## config.mk

```make
export PLATFORM = sky130hd
export DESIGN_NAME = seg_mux_drv_flat
export DESIGN_NICKNAME = d
export VERILOG_FILES = /design/src/rtl/seg_mux_drv_if.sv /design/src/rtl/seg_mux_drv.sv /design/src/flat_wrapper.sv
export SDC_FILE = /design/constraint.sdc
export NUM_CORES = 1
export LEC_CHECK = 0
export ABC_CLOCK_PERIOD_IN_PS = 3600
export BUFFER_PORTS_ARGS = -buffer_cell sky130_fd_sc_hd__buf_2
export CAP_MARGIN = 20
export CORE_UTILIZATION = 56
export CTS_BUF_LIST = sky130_fd_sc_hd__clkbuf_8 sky130_fd_sc_hd__clkbuf_16
export CTS_CLUSTER_SIZE = 12
export DETAILED_ROUTE_END_ITERATION = 6
export HOLD_SLACK_MARGIN = 0.05
export PLACE_DENSITY = 0.89
export SLEW_MARGIN = 20
export SYNTH_ARGS = -nofsm -noshare
export SYNTH_HDL_FRONTEND = slang
export SYNTH_SLANG_ARGS = --single-unit
```

## constraint.sdc

```tcl
create_clock -name clock -period 3.6 [get_ports clock]
set_input_delay 0.72 -clock clock [delete_from_list [all_inputs] [get_ports clock]]
set_output_delay 0.72 -clock clock [all_outputs]
set_load 0.01 [all_outputs]
```

## src/rtl/seg_mux_drv_if.sv

```systemverilog
// seg_mux_drv_if: digit/blink/brightness inputs and cathode/anode/frame outputs of seg_mux_drv.
// master = application side, slave = display driver.
interface seg_mux_drv_if #(
    parameter int NUM_DIGITS = 8,
    parameter int BRIGHT_W   = 4
);
    logic [6*NUM_DIGITS-1:0] digits;
    logic [NUM_DIGITS-1:0]   blink_mask;
    logic [BRIGHT_W-1:0]     brightness;
    logic [7:0]              dec_cat;
    logic [NUM_DIGITS-1:0]   an;
    logic                    frame_tick;
    modport master (output digits, blink_mask, brightness, input dec_cat, an, frame_tick);
    modport slave (input digits, blink_mask, brightness, output dec_cat, an, frame_tick);
endinterface

```

## src/rtl/seg_mux_drv.sv

```systemverilog
// seg_mux_drv: N-digit multiplexed common-anode 7-segment driver with blink, PWM dimming and frame strobe.
// SEG_MUX_GHOST_BLANK_EN blanks the anodes for 2**BRIGHT_W clocks after every digit switch.
module seg_mux_drv #(
    parameter int NUM_DIGITS = 8,
    parameter int CLK_HZ     = 100_000_000,
    parameter int DIGIT_HZ   = 1000,
    parameter int BLINK_HZ   = 2,
    parameter int BRIGHT_W   = 4
) (
    input logic          clock,
    input logic          reset,
    seg_mux_drv_if.slave bus
);
    localparam int DIV       = CLK_HZ / DIGIT_HZ;
    localparam int BLINK_RAW = DIGIT_HZ / (2 * BLINK_HZ);
    localparam int BLINK_DIV = BLINK_RAW > 1 ? BLINK_RAW : 1;
    localparam int DIV_W     = DIV > 1 ? $clog2(DIV) : 1;
    localparam int SEL_W     = $clog2(NUM_DIGITS);
    localparam int BLK_W     = BLINK_DIV > 1 ? $clog2(BLINK_DIV) : 1;
    localparam logic [6:0] SEG_ROM [16] = '{
        7'b1000000, 7'b1111001, 7'b0100100, 7'b0110000,
        7'b0011001, 7'b0010010, 7'b0000010, 7'b1111000,
        7'b0000000, 7'b0010000, 7'b0001000, 7'b0000011,
        7'b1000110, 7'b0100001, 7'b0000110, 7'b0001110
    };

    logic [DIV_W-1:0]      r_div_cnt;
    logic [SEL_W-1:0]      r_sel;
    logic [BRIGHT_W-1:0]   r_pwm_cnt;
    logic [BLK_W-1:0]      r_blink_cnt;
    logic                  r_blink_phase;
    logic                  r_frame_tick;
    logic [NUM_DIGITS-1:0] r_an;
    logic [7:0]            r_dec_cat;
    logic                  w_tick;
    logic                  w_last;
    logic                  w_blink_wrap;
    logic                  w_pwm_on;
    logic                  w_blank;
    logic                  w_visible;
    logic [5:0]            w_digit;

    assign w_tick       = r_div_cnt == DIV_W'(DIV - 1);
    assign w_last       = r_sel == SEL_W'(NUM_DIGITS - 1);
    assign w_blink_wrap = r_blink_cnt == BLK_W'(BLINK_DIV - 1);
    assign w_digit      = bus.digits[6*r_sel +: 6];
    assign w_pwm_on     = (&bus.brightness) | (r_pwm_cnt < bus.brightness);
    assign w_visible    = w_digit[5] & w_pwm_on & ~(bus.blink_mask[r_sel] & r_blink_phase) & ~w_blank;

`ifdef SEG_MUX_GHOST_BLANK_EN
    // Set once pwm_cnt has wrapped since the last tick; anodes stay dark until then.
    logic r_pwm_wrapped;
    always_ff @(posedge clock)
        if (reset | w_tick) r_pwm_wrapped <= 1'b0;
        else if (&r_pwm_cnt) r_pwm_wrapped <= 1'b1;
    assign w_blank = ~r_pwm_wrapped;
`else
    assign w_blank = 1'b0;
`endif

    always_ff @(posedge clock) begin
        if (reset) begin
            r_div_cnt     <= '0;
            r_sel         <= '0;
            r_pwm_cnt     <= '0;
            r_blink_cnt   <= '0;
            r_blink_phase <= 1'b0;
            r_frame_tick  <= 1'b0;
            r_an          <= '1;
            r_dec_cat     <= 8'hFF;
        end else begin
            r_div_cnt    <= w_tick ? '0 : r_div_cnt + 1'b1;
            r_pwm_cnt    <= w_tick ? '0 : r_pwm_cnt + 1'b1;
            r_frame_tick <= w_tick & w_last;
            if (w_tick) begin
                r_sel         <= w_last ? '0 : r_sel + 1'b1;
                r_blink_cnt   <= w_blink_wrap ? '0 : r_blink_cnt + 1'b1;
                r_blink_phase <= r_blink_phase ^ w_blink_wrap;
            end
            // Digit i drives the anode counted from the MSB end.
            r_an      <= w_visible ? ~(NUM_DIGITS'(1) << (NUM_DIGITS - 1 - int'(r_sel))) : '1;
            r_dec_cat <= {SEG_ROM[w_digit[4:1]], ~w_digit[0]};
        end
    end

    assign bus.an         = r_an;
    assign bus.dec_cat    = r_dec_cat;
    assign bus.frame_tick = r_frame_tick;
endmodule

```

## src/flat_wrapper.sv

```systemverilog
// flat-port wrapper written by rule: the top's interface ports become plain ports
module seg_mux_drv_flat 
#(
    parameter int NUM_DIGITS = 8,
    parameter int CLK_HZ     = 100_000_000,
    parameter int DIGIT_HZ   = 1000,
    parameter int BLINK_HZ   = 2,
    parameter int BRIGHT_W   = 4
)
  (clock, reset, bus_digits, bus_blink_mask, bus_brightness, bus_dec_cat, bus_an, bus_frame_tick);
  seg_mux_drv_if #(.NUM_DIGITS(NUM_DIGITS), .BRIGHT_W(BRIGHT_W)) bus_i ();
  input logic clock;
  input logic reset;
  input wire logic [$bits(bus_i.digits)-1:0] bus_digits;
  input wire logic [$bits(bus_i.blink_mask)-1:0] bus_blink_mask;
  input wire logic [$bits(bus_i.brightness)-1:0] bus_brightness;
  output wire logic [$bits(bus_i.dec_cat)-1:0] bus_dec_cat;
  output wire logic [$bits(bus_i.an)-1:0] bus_an;
  output wire logic [$bits(bus_i.frame_tick)-1:0] bus_frame_tick;
  assign bus_i.digits = bus_digits;
  assign bus_i.blink_mask = bus_blink_mask;
  assign bus_i.brightness = bus_brightness;
  assign bus_dec_cat = bus_i.dec_cat;
  assign bus_an = bus_i.an;
  assign bus_frame_tick = bus_i.frame_tick;
  seg_mux_drv #(.NUM_DIGITS(NUM_DIGITS), .CLK_HZ(CLK_HZ), .DIGIT_HZ(DIGIT_HZ), .BLINK_HZ(BLINK_HZ), .BRIGHT_W(BRIGHT_W)) u_core (.clock(clock), .reset(reset), .bus(bus_i));
endmodule
```

==> out/results.ini, run 1 <==
[status]
status = completed

[sta]
rsz0062_at_grt = false
slew_viol_final = 0
finalCritPeriodShare_pct = 73.53
setup_viol = 0
period_needed_ns = 2.647
tns_ns = 0
finClkSkew_ns = 0.01055
fin_ws_ns = 0.9527
tightestPinTransition_ns = 0.7769
maxClockFrequency_mhz = 377.7
hold_violations = 0
slew_headroom_pct = 47.81
hold_slack_ns = 0.4587

[finish]
final_area_um2 = 3228
fill_cells = 373
syn_to_final_growth_pct = 18.35
num_antenna_cells = 0
nets = 448
drive_gt1_share_pct = 29.08

[hold_path]
hp-start = u_core.r_div_cnt[0]
hold_depth = 1
hold_class = reg -> reg
worstHoldEndpoint = u_core.r_div_cnt[0]

[drt]
drtAntennaViolNets = 0
firstDrtPassIters = 4
finalWirelength_mm = 6.091
post_drt_wl_per_cell_um = 14.43
vias_per_cell = 5.768
drc = 0
drtIter0Drc = 136
vias = 2434

[placement]
pre_cts_slack_ns = 0.9601
gp_congestion = 0.9353
placedInstanceArea_um2 = 3133
dpl.hpwl_mm = 4.692
port-buffer-count = 78

[worst_setup_path]
r2r_cells = 5
cp_max_fo = 26
r2r_end = u_core.r_blink_cnt[7]
crit_arrival_ns = 2.87
end_kind = flip-flop
cp-start-kind = flip-flop
reg2reg_from = u_core.r_div_cnt[14]
r2r_setup_slack_ns = 0.95
worstPathRequired_ns = 3.83
crit_type = reg -> reg

[die]
start_util_pct = 58.13
fp.coreArea_um2 = 4692
rows = 25
die_y_um = 71.79
chipWidth_um = 71.79
dieArea_um2 = 5154
boundaryPins = 79

[clock_tree]
cts-hold-fix-buffers = 0
cts_tree = yes
root_buffer = clkbuf_8
clkTransAtPathRegs_ns = 0.08
numCtsBuffers = 5
cts_max_path_buffers = 2
ctsResizeCount = 0
cts.sinks = 50
htree_levels = 2
clock_latency_ns = 0.30
post_cts_buffers = 0

[synthesis]
yosys_warnings = 0
synth_ff_type = dfxtp_1
synth_compound_area_share_pct = 10.18
synth_top_family_by_area = simple AND/OR/NAND/NOR gates
async_reset_ff_share_pct = 0
yosys.area_share.simple_pct = 20.05
synth-edff-count = 0
yosysSeqAreaShare_pct = 36.70
syn_nets = 374
synthesis.area_um2 = 2728
synth-seq-cells = 50
synth.distinct_cells = 41
synth.mux.area_fraction_pct = 14.95
syn_avg_cell_area_um2 = 9.309
synth-xor-area-share_pct = 5.138
syn_inst = 293
synthAdderAreaFrac_pct = 8.716

[grt]
grt-ovfl-total = 0
grt_first_pass_wirelength_mm = 10.25
grtUsageTotal_pct = 25.55
antenna_found_initial = 0
grt_max_degree = 27
grt_pass1_vias = 2372

[pwr]
power-per-cell-area_nw_per_um2 = 318.9
p_leak_nw = 1.340
ir_drop_mv = 0.1858

[run]
drv_cap = 0

[placed cells by master (no fill, tap or decap), drive strengths merged, types with 2 or more instances in the layout]
cell,count
o21ai,13
and3,6
mux4,12
o221ai,4
and2,3
inv,13
nand2,25
dfxtp,50
clkinv,3
or3,8
or4,7
nand2b,2
nand4,4
nand3,17
ha,19
buf,79
a22oi,2
a31oi,3
nor2,30
mux2,6
xnor2,7
mux2i,7
xor2,9
clkbuf,6
a21oi,14
nor3,5
[Yosys cell counts (all sizes together), types with 3 or more instances]
master,number,area (µm²)
dfxtp,50,1001
nor2,30,112.6
nand2,25,93.84
ha,19,237.7
nand3,17,85.08
a21oi,14,70.07
inv,13,48.80
o21ai,13,65.06
mux4,12,270.3
xor2,9,78.83
or3,8,52.55
buf,7,41.29
mux2i,7,70.07
or4,7,52.55
xnor2,7,61.31
and3,6,37.54
mux2,6,67.56
clkbuf,5,18.77
nor3,5,25.02
nand4,4,25.02
o221ai,4,35.03
a31oi,3,18.77
and2,3,18.77
[area by class of cell]
cell class	instances	area (µm²)	area share, %
Clock buffer	6	82.58	2.558
Clock inverter	2	12.51	0.3876
Inverter	15	56.30	1.744
Multi-Input combinational cell	216	1610	49.88
Sequential cell	50	1001	31.01
Tap cell	54	67.56	2.093
Timing Repair Buffer	79	397.9	12.33
[routing by layer]
metal  track usage, %  share of wire, %
met1            30.71                43
met2            46.02                51
met3            4.079               4.4
met4            9.368               1.8
met5                0                 0
[power by group]
group	leakage, nW	switching (W)	internal (W)
clock network	0.0472	0.000183	0.000155
registers	0.407	0.00000769	0.000566
logic	0.885	0.0000558	0.0000619
[metrics by stage]
stage | util (%) | std cells | total power (W)
2_1_floorplan | - | 293 | 0.0006492
3_3_place_gp | 66.77 | 414 | 0.0006999
3_5_place_dp | 66.77 | 414 | 0.0007044
4_1_cts | 68.80 | 422 | 0.001033
5_1_grt | 68.80 | 422 | 0.001068
6_report | 68.80 | 422 | 0.001029
[worst max-delay path, cell delays in order (launching register included)]
cell and delay, ns:
dfxtp_1 0.36, nand4bb_1 0.20, or4_1 0.46, or4_1 0.77
or4_1 0.62, a21oi_1 0.16
[registers in the layout, summed over array words and instances (netlist names)]
register               cells
u_core.bus.an              8
u_core.bus.dec_cat         8
u_core.bus.frame_tick      1
u_core.r_blink_cnt         8
u_core.r_blink_phase       1
u_core.r_div_cnt          17
u_core.r_pwm_cnt           4
u_core.r_sel               3
[kinds of logic (layout without fill, tap and decap cells)]
family	after synthesis	in the layout
compound gates	45	45
flops	50	50
fa+ha+maj	19	19
simple gates	111	111
mux	25	25
xor+xnor	16	16
buf+inv	27	102
[worst max-delay path by stage]
stage | startpoint | end | slack (ns) | depth (start not counted)
floorplan | bus_blink_mask[3] | u_core.bus.an[1] | 1.30 | 5
global placement | bus_blink_mask[3] | u_core.bus.an[7] | 1.03 | 6
detailed placement | u_core.r_div_cnt[14] | u_core.r_blink_cnt[7] | 0.96 | 5
CTS | u_core.r_div_cnt[14] | u_core.r_blink_cnt[7] | 0.95 | 5
global route | u_core.r_div_cnt[14] | u_core.r_pwm_cnt[2] | 0.73 | 5
finish | u_core.r_div_cnt[14] | u_core.r_blink_cnt[7] | 0.95 | 5
Power figures use the tool's default switching activity.
==> inputs of run 2 (changes only) <==
--- a/config.mk
+++ b/config.mk
@@ -5,15 +5,16 @@
 export SDC_FILE = /design/constraint.sdc
 export NUM_CORES = 1
 export LEC_CHECK = 0
-export ABC_CLOCK_PERIOD_IN_PS = 3600
+export ABC_AREA = 1
+export ABC_CLOCK_PERIOD_IN_PS = 2600
 export BUFFER_PORTS_ARGS = -buffer_cell sky130_fd_sc_hd__buf_2
 export CAP_MARGIN = 20
-export CORE_UTILIZATION = 56
+export CORE_UTILIZATION = 54
 export CTS_BUF_LIST = sky130_fd_sc_hd__clkbuf_8 sky130_fd_sc_hd__clkbuf_16
 export CTS_CLUSTER_SIZE = 12
 export DETAILED_ROUTE_END_ITERATION = 6
 export HOLD_SLACK_MARGIN = 0.05
-export PLACE_DENSITY = 0.89
+export PLACE_DENSITY = 0.85
 export SLEW_MARGIN = 20
 export SYNTH_ARGS = -nofsm -noshare
 export SYNTH_HDL_FRONTEND = slang
==> constraint.sdc (replaced) <==
create_clock -name clock -period 2.6 [get_ports clock]
set_input_delay 0.52 -clock clock [delete_from_list [all_inputs] [get_ports clock]]
set_output_delay 0.52 -clock clock [all_outputs]
set_load 0.01 [all_outputs]
==> run 2 against run 1 <==
Clock-buffer cell count unchanged. Combinational power is 46% higher. Hold slack lost 0.0016 ns. Worst setup slack worse by 0.32 ns. Power rose by 39%. Maximum frequency up 34%. Register-to-register slack got worse by 0.32 ns. Area after synthesis is 17% higher. Critical path depth grew 6. Critical endpoint is now u_core.bus.dec_cat[1]. Highest routed layer unchanged.
==> out/results.ini, run 2 <==
[clock_tree]
cts_tree = yes
numCtsBuffers = 5
cts_max_path_buffers = 2
clkTransAtPathRegs_ns = 0.09
root_buffer = clkbuf_8
htree_levels = 2
clock_latency_ns = 0.30
ctsResizeCount = 0
cts.sinks = 50
cts-hold-fix-buffers = 0
post_cts_buffers = 0

[die]
fp.coreArea_um2 = 5608
die_y_um = 78.82
dieArea_um2 = 6213
boundaryPins = 79
rows = 27
chipWidth_um = 78.82
start_util_pct = 56.83

[drt]
drc = 0
vias_per_cell = 5.115
drtAntennaViolNets = 0
post_drt_wl_per_cell_um = 11.16
finalWirelength_mm = 6.894
drtIter0Drc = 176
vias = 3161
firstDrtPassIters = 4

[synthesis]
synthTopCellsByCount = 120 x nand2_1, 57 x inv_1, 57 x nand3_1
synth-edff-count = 0
ys_top_cells_by_area = dfxtp_1 31%, nand2_1 14%, nand3_1 9.0%
syn_avg_cell_area_um2 = 6.780
yosysMostFrequentCell = nand2_1
yosys.area.top_type = dfxtp_1
yosysTopAreaCellShare_pct = 31.41
async_reset_ff_share_pct = 0
yosysSeqAreaShare_pct = 31.41
syn_nets = 551
synth.distinct_cells = 38
yosys_warnings = 0
synth-seq-cells = 50
synth_ff_type = dfxtp_1
syn_inst = 470
synthesis.area_um2 = 3187

[sta]
setup_viol = 0
hold_violations = 0
slew_viol_final = 0
rsz0062_at_grt = false
finClkSkew_ns = 0.005574
maxClockFrequency_mhz = 507.7
period_needed_ns = 1.970
tns_ns = 0
tightestPinTransition_ns = 0.5505
hold_slack_ns = 0.4571
finalCritPeriodShare_pct = 75.76
slew_headroom_pct = 63.25

[grt]
grt_pass1_vias = 2989
grtUsageTotal_pct = 23.73
antenna_found_initial = 0
grt_first_pass_wirelength_mm = 12.03
grt_max_degree = 33
grt-ovfl-total = 0

[worst_setup_path]
worstPathRequired_ns = 2.80
cp-start-kind = flip-flop
end_kind = flip-flop
slowest_delay_ns = 0.35
critPathBufInv = 3
crit_type = reg -> reg
r2r_setup_slack_ns = 0.63
cp_top_family = buffers and inverters
reg2reg_from = u_core.r_sel[0]
slowest_stage = inv_2
r2r_cells = 11
cp_max_fo = 32
crit_arrival_ns = 2.17
cpMostUsedCell = nand2_1
r2r_end = u_core.bus.dec_cat[1]
cp_cell_sequence = inv_2, nand2_1, nand3_1, nand2_1, o21ai_2, inv_1, ha_1, inv_1, nor2_1, a21oi_2, nand2_1

[run]
drv_cap = 0

[finish]
final_common_cell = nand2_1
fill_cells = 509
layout_common_cells = 120 x nand2_1, 78 x buf_2, 57 x inv_1, 57 x nand3_1
nets = 626
num_antenna_cells = 0
largest_register = u_core.r_div_cnt
largest_reg_flops = 17
drive_gt1_share_pct = 20.51
syn_to_final_growth_pct = 15.00
final_core_util_pct = 65.35

[pwr]
swShare_pct = 24.73
ir_drop_mv = 0.3064
p_seq_share_pct = 55.4
comb_power_share_pct = 12.0
p_int_w = 0.001077
p_clk_share_pct = 32.6
power_switching_w = 0.0003539
p_leak_nw = 1.700
power-per-cell-area_nw_per_um2 = 390.4

[hold_path]
hold_depth = 1
worstHoldEndpoint = u_core.r_div_cnt[0]
hold_class = reg -> reg
hp-start = u_core.r_div_cnt[0]

[placement]
gp_congestion = 0.8970
port-buffer-count = 78
dpl.hpwl_mm = 5.414

[status]
status = completed

[run 2: changes by cell type in the layout (fill, tap and decap cells not counted), moves of 7 or more]
cell      previous run  this run
nor2_1              30        50
nand3_1             17        57
or4_1                7         0
nand3b_1             0         7
inv_1               13        57
mux4_2              12         0
nand2_1             25       120
mux2i_1              7         0
[run 2: metrics by stage]
| step | area [µm²] | cells | worst slack (ns) | total power (W) |
|---|---|---|---|---|
| 6_report | 3665 | 618 | 0.6302 | 0.001431 |
| 5_1_grt | 3665 | 618 | 0.4219 | 0.001506 |
| 4_1_cts | 3665 | 618 | 0.6487 | 0.001444 |
| 3_5_place_dp | 3570 | 610 | 0.6571 | 0.0009830 |
| 3_3_place_gp | 3570 | 610 | 0.7202 | 0.0009791 |
| 2_1_floorplan | 3187 | 470 | 0.8746 | 0.0009089 |
[run 2: area by class of cell]
class	count	area [µm²]	area share, %
Clock buffer	6	82.58	2.253
Clock inverter	2	12.51	0.3414
Inverter	63	237.7	6.487
Multi-Input combinational cell	342	1813	49.47
Sequential cell	50	1001	27.31
Tap cell	72	90.09	2.458
Timing Repair Buffer	83	427.9	11.68
[run 2: layer usage]
| layer | global-route usage, % | wire, µm | vias to the layer above |
|---|---|---|---|
| li1 | - | - | 1648 |
| met1 | 27.27 | 3037 | 1419 |
| met2 | 43.74 | 3439 | 83 |
| met3 | 3.908 | 296 | 11 |
| met4 | 8.909 | 120 | 0 |
| met5 | 0 | 0 | - |
[run 2: worst max-delay path by stage]
stage                          from                     to  depth (start not counted)
detailed placement  u_core.r_sel[0]  u_core.bus.dec_cat[1]                         11
global placement    u_core.r_sel[0]  u_core.bus.dec_cat[1]                         11
CTS                 u_core.r_sel[0]  u_core.bus.dec_cat[1]                         11
floorplan           u_core.r_sel[1]  u_core.bus.dec_cat[1]                         12
finish              u_core.r_sel[0]  u_core.bus.dec_cat[1]                         11
global route        u_core.r_sel[0]  u_core.bus.dec_cat[4]                         11
[run 2: power groups by stage]
stage / logic, W / registers, W / clock network (W)
2_1_floorplan: 0.0000941 / 0.000815 / 0
3_3_place_gp: 0.000168 / 0.000811 / 0
3_5_place_dp: 0.000172 / 0.000811 / 0
4_1_cts: 0.000173 / 0.000793 / 0.000479
5_1_grt: 0.000198 / 0.000795 / 0.000514
6_report: 0.000172 / 0.000793 / 0.000466
[run 2: worst register-to-register path, cell delays in order, from the launching register on]
cell and delay [ns]:
dfxtp_1 0.33, inv_2 0.35, nand2_1 0.11, nand3_1 0.09, nand2_1 0.06, o21ai_2 0.24
inv_1 0.13, ha_1 0.23, inv_1 0.08, nor2_1 0.05, a21oi_2 0.14, nand2_1 0.06
[run 2: cells by family after synthesis]
group	synth area share [%]
buffers and inverters	11.70
AOI/OAI and AO/OA	7.696
xor gates and xnor gates	3.023
DFF	31.41
and+or+nand+nor	38.71
adders and majority gates	7.460
==> inputs of run 3 (changes only) <==
--- a/config.mk
+++ b/config.mk
@@ -6,7 +6,7 @@
 export NUM_CORES = 1
 export LEC_CHECK = 0
 export ABC_AREA = 1
-export ABC_CLOCK_PERIOD_IN_PS = 2600
+export ABC_CLOCK_PERIOD_IN_PS = 2000
 export BUFFER_PORTS_ARGS = -buffer_cell sky130_fd_sc_hd__buf_2
 export CAP_MARGIN = 20
 export CORE_UTILIZATION = 54
==> constraint.sdc (replaced) <==
create_clock -name clock -period 2 [get_ports clock]
set_input_delay 0.4 -clock clock [delete_from_list [all_inputs] [get_ports clock]]
set_output_delay 0.4 -clock clock [all_outputs]
set_load 0.01 [all_outputs]
==> run 3 against run 2 <==
First-iteration DRC count decreased by 31%. Critical path type unchanged. Largest cell class unchanged. Global-route usage is 2.3 points higher. Sequential share of layout area fell by 0.56 points.
==> out/results.ini, run 3 (synthesized netlist as in run 2, its figures left out) <==
[status]
status = completed

[worst_setup_path]
cp_top_family = simple AND/OR/NAND/NOR gates
cp_cell_sequence = ha_1, nand2_2, nor2_4, inv_2, nor2_4, nand3_4, nand2_4, inv_1, nand2_1, nor2_1
end_kind = flip-flop
slowest_delay_ns = 0.37
slowest_stage = dfxtp_1
worstPathRequired_ns = 2.21
crit_type = reg -> reg
cpMostUsedCell = nor2_4
cp_max_fo = 23
critPathBufInv = 2
cp-start-kind = flip-flop
crit_arrival_ns = 2.00

[drt]
drtIter0Drc = 121
firstDrtPassIters = 4
vias_per_cell = 5.072
finalWirelength_mm = 7.114
vias = 3150
drc = 0
drtAntennaViolNets = 0
post_drt_wl_per_cell_um = 11.46

[sta]
maxClockFrequency_mhz = 559.0
slew_viol_final = 0
rsz0062_at_grt = false
hold_violations = 0
setup_viol = 0
finalCritPeriodShare_pct = 89.45
tns_ns = 0
period_needed_ns = 1.789
finClkSkew_ns = 0.006712
tightestPinTransition_ns = 0.3811
slew_headroom_pct = 74.56

[pwr]
swShare_pct = 22.83
power-per-cell-area_nw_per_um2 = 561.3
p_int_w = 0.001623
p_seq_share_pct = 49.0
comb_power_share_pct = 10.7
power_switching_w = 0.0004800
p_leak_nw = 1.739
ir_drop_mv = 0.4263
p_clk_share_pct = 40.3

[finish]
syn_to_final_growth_pct = 17.55
final_common_cell = nand2_1
layout.cells.non_filler = 621
drive_gt1_share_pct = 21.13
final_area_um2 = 3746
layout_common_cells = 120 x nand2_1, 78 x buf_2, 57 x inv_1, 57 x nand3_1, 50 x nor2_1
num_antenna_cells = 0
nets = 629
largest_register = u_core.r_div_cnt
largest_reg_flops = 17
final_core_util_pct = 66.80

[grt]
grt_pass1_vias = 3138
grtUsageTotal_pct = 26.02
grt-ovfl-total = 0
antenna_found_initial = 0
grt_max_degree = 24
grt_first_pass_wirelength_mm = 13.10

[die]
fp.coreArea_um2 = 5608
dieArea_um2 = 6213
rows = 27
chipWidth_um = 78.82
die_y_um = 78.82
start_util_pct = 56.83
boundaryPins = 79

[clock_tree]
root_buffer = clkbuf_8
cts.sinks = 50
cts-hold-fix-buffers = 0
clkTransAtPathRegs_ns = 0.09
clock_latency_ns = 0.31
htree_levels = 2
cts_tree = yes
cts_max_path_buffers = 2
numCtsBuffers = 5

[placement]
gp_congestion = 0.8903
dpl.hpwl_mm = 5.522
numPlacedInstances = 613
port-buffer-count = 78
placedInstanceArea_um2 = 3605

[run]
drv_cap = 0

[hold_path]
hold_class = in -> reg

run 3: power by group through the flow:
stage | combinational (W) | sequential, W | clock (W)
6_report | 0.000225 | 0.00103 | 0.000847
5_1_grt | 0.000259 | 0.00103 | 0.000911
4_1_cts | 0.000227 | 0.00103 | 0.000867
3_5_place_dp | 0.000226 | 0.00105 | 0
3_3_place_gp | 0.000219 | 0.00105 | 0
2_1_floorplan | 0.000122 | 0.00106 | 0
run 3: area by class of cell:
type | instances | area (µm²)
Multi-Input combinational cell | 342 | 1813
Sequential cell | 50 | 1002
Tap cell | 72 | 90.09
Clock inverter | 3 | 68.82
Inverter | 63 | 240.2
Timing Repair Buffer | 86 | 462.9
Fill cell | 518 | 1862
Clock buffer | 5 | 68.82
run 3: stage by stage:
stage                     hold slack [ns]  total power [W]  setup WS (ns)
after floorplan                    0.4175         0.001182         0.2746
final                              0.3651         0.002103         0.2110
after global routing               0.3741         0.002204       0.007239
after CTS                          0.3644         0.002125         0.1280
after global placement             0.4289         0.001273         0.2371
after detailed placement           0.4585         0.001279         0.1402
run 3: layer usage:
layer  up-vias  share of wire, %  global-route usage [%]  wire (µm)
met3         9               4.1                   4.253        295
met1      1403                43                   29.16       3078
met5         -                 0                       0          0
li1       1662                 -                       -          -
met2        76                51                   49.30       3639
met4         0               1.4                   8.909        100
run 3: what timing repair did:
item | 4_1_cts | 5_1_grt
endpoints found under the setup margin | 0 | 4
gates resized for setup | 0 | 3
buffers inserted | 0 | 0
run 3: worst paths after layout:
kind | to | slack [ns] | start | cells past startpoint
hold / removal | u_core.r_blink_phase | 0.37 | reset | 2
setup reg to reg | u_core.r_div_cnt[12] | 0.21 | u_core.r_div_cnt[0] | 10
setup / recovery | u_core.r_div_cnt[12] | 0.21 | u_core.r_div_cnt[0] | 10
hold reg to reg | u_core.r_blink_cnt[6] | 0.47 | u_core.r_blink_cnt[6] | 2
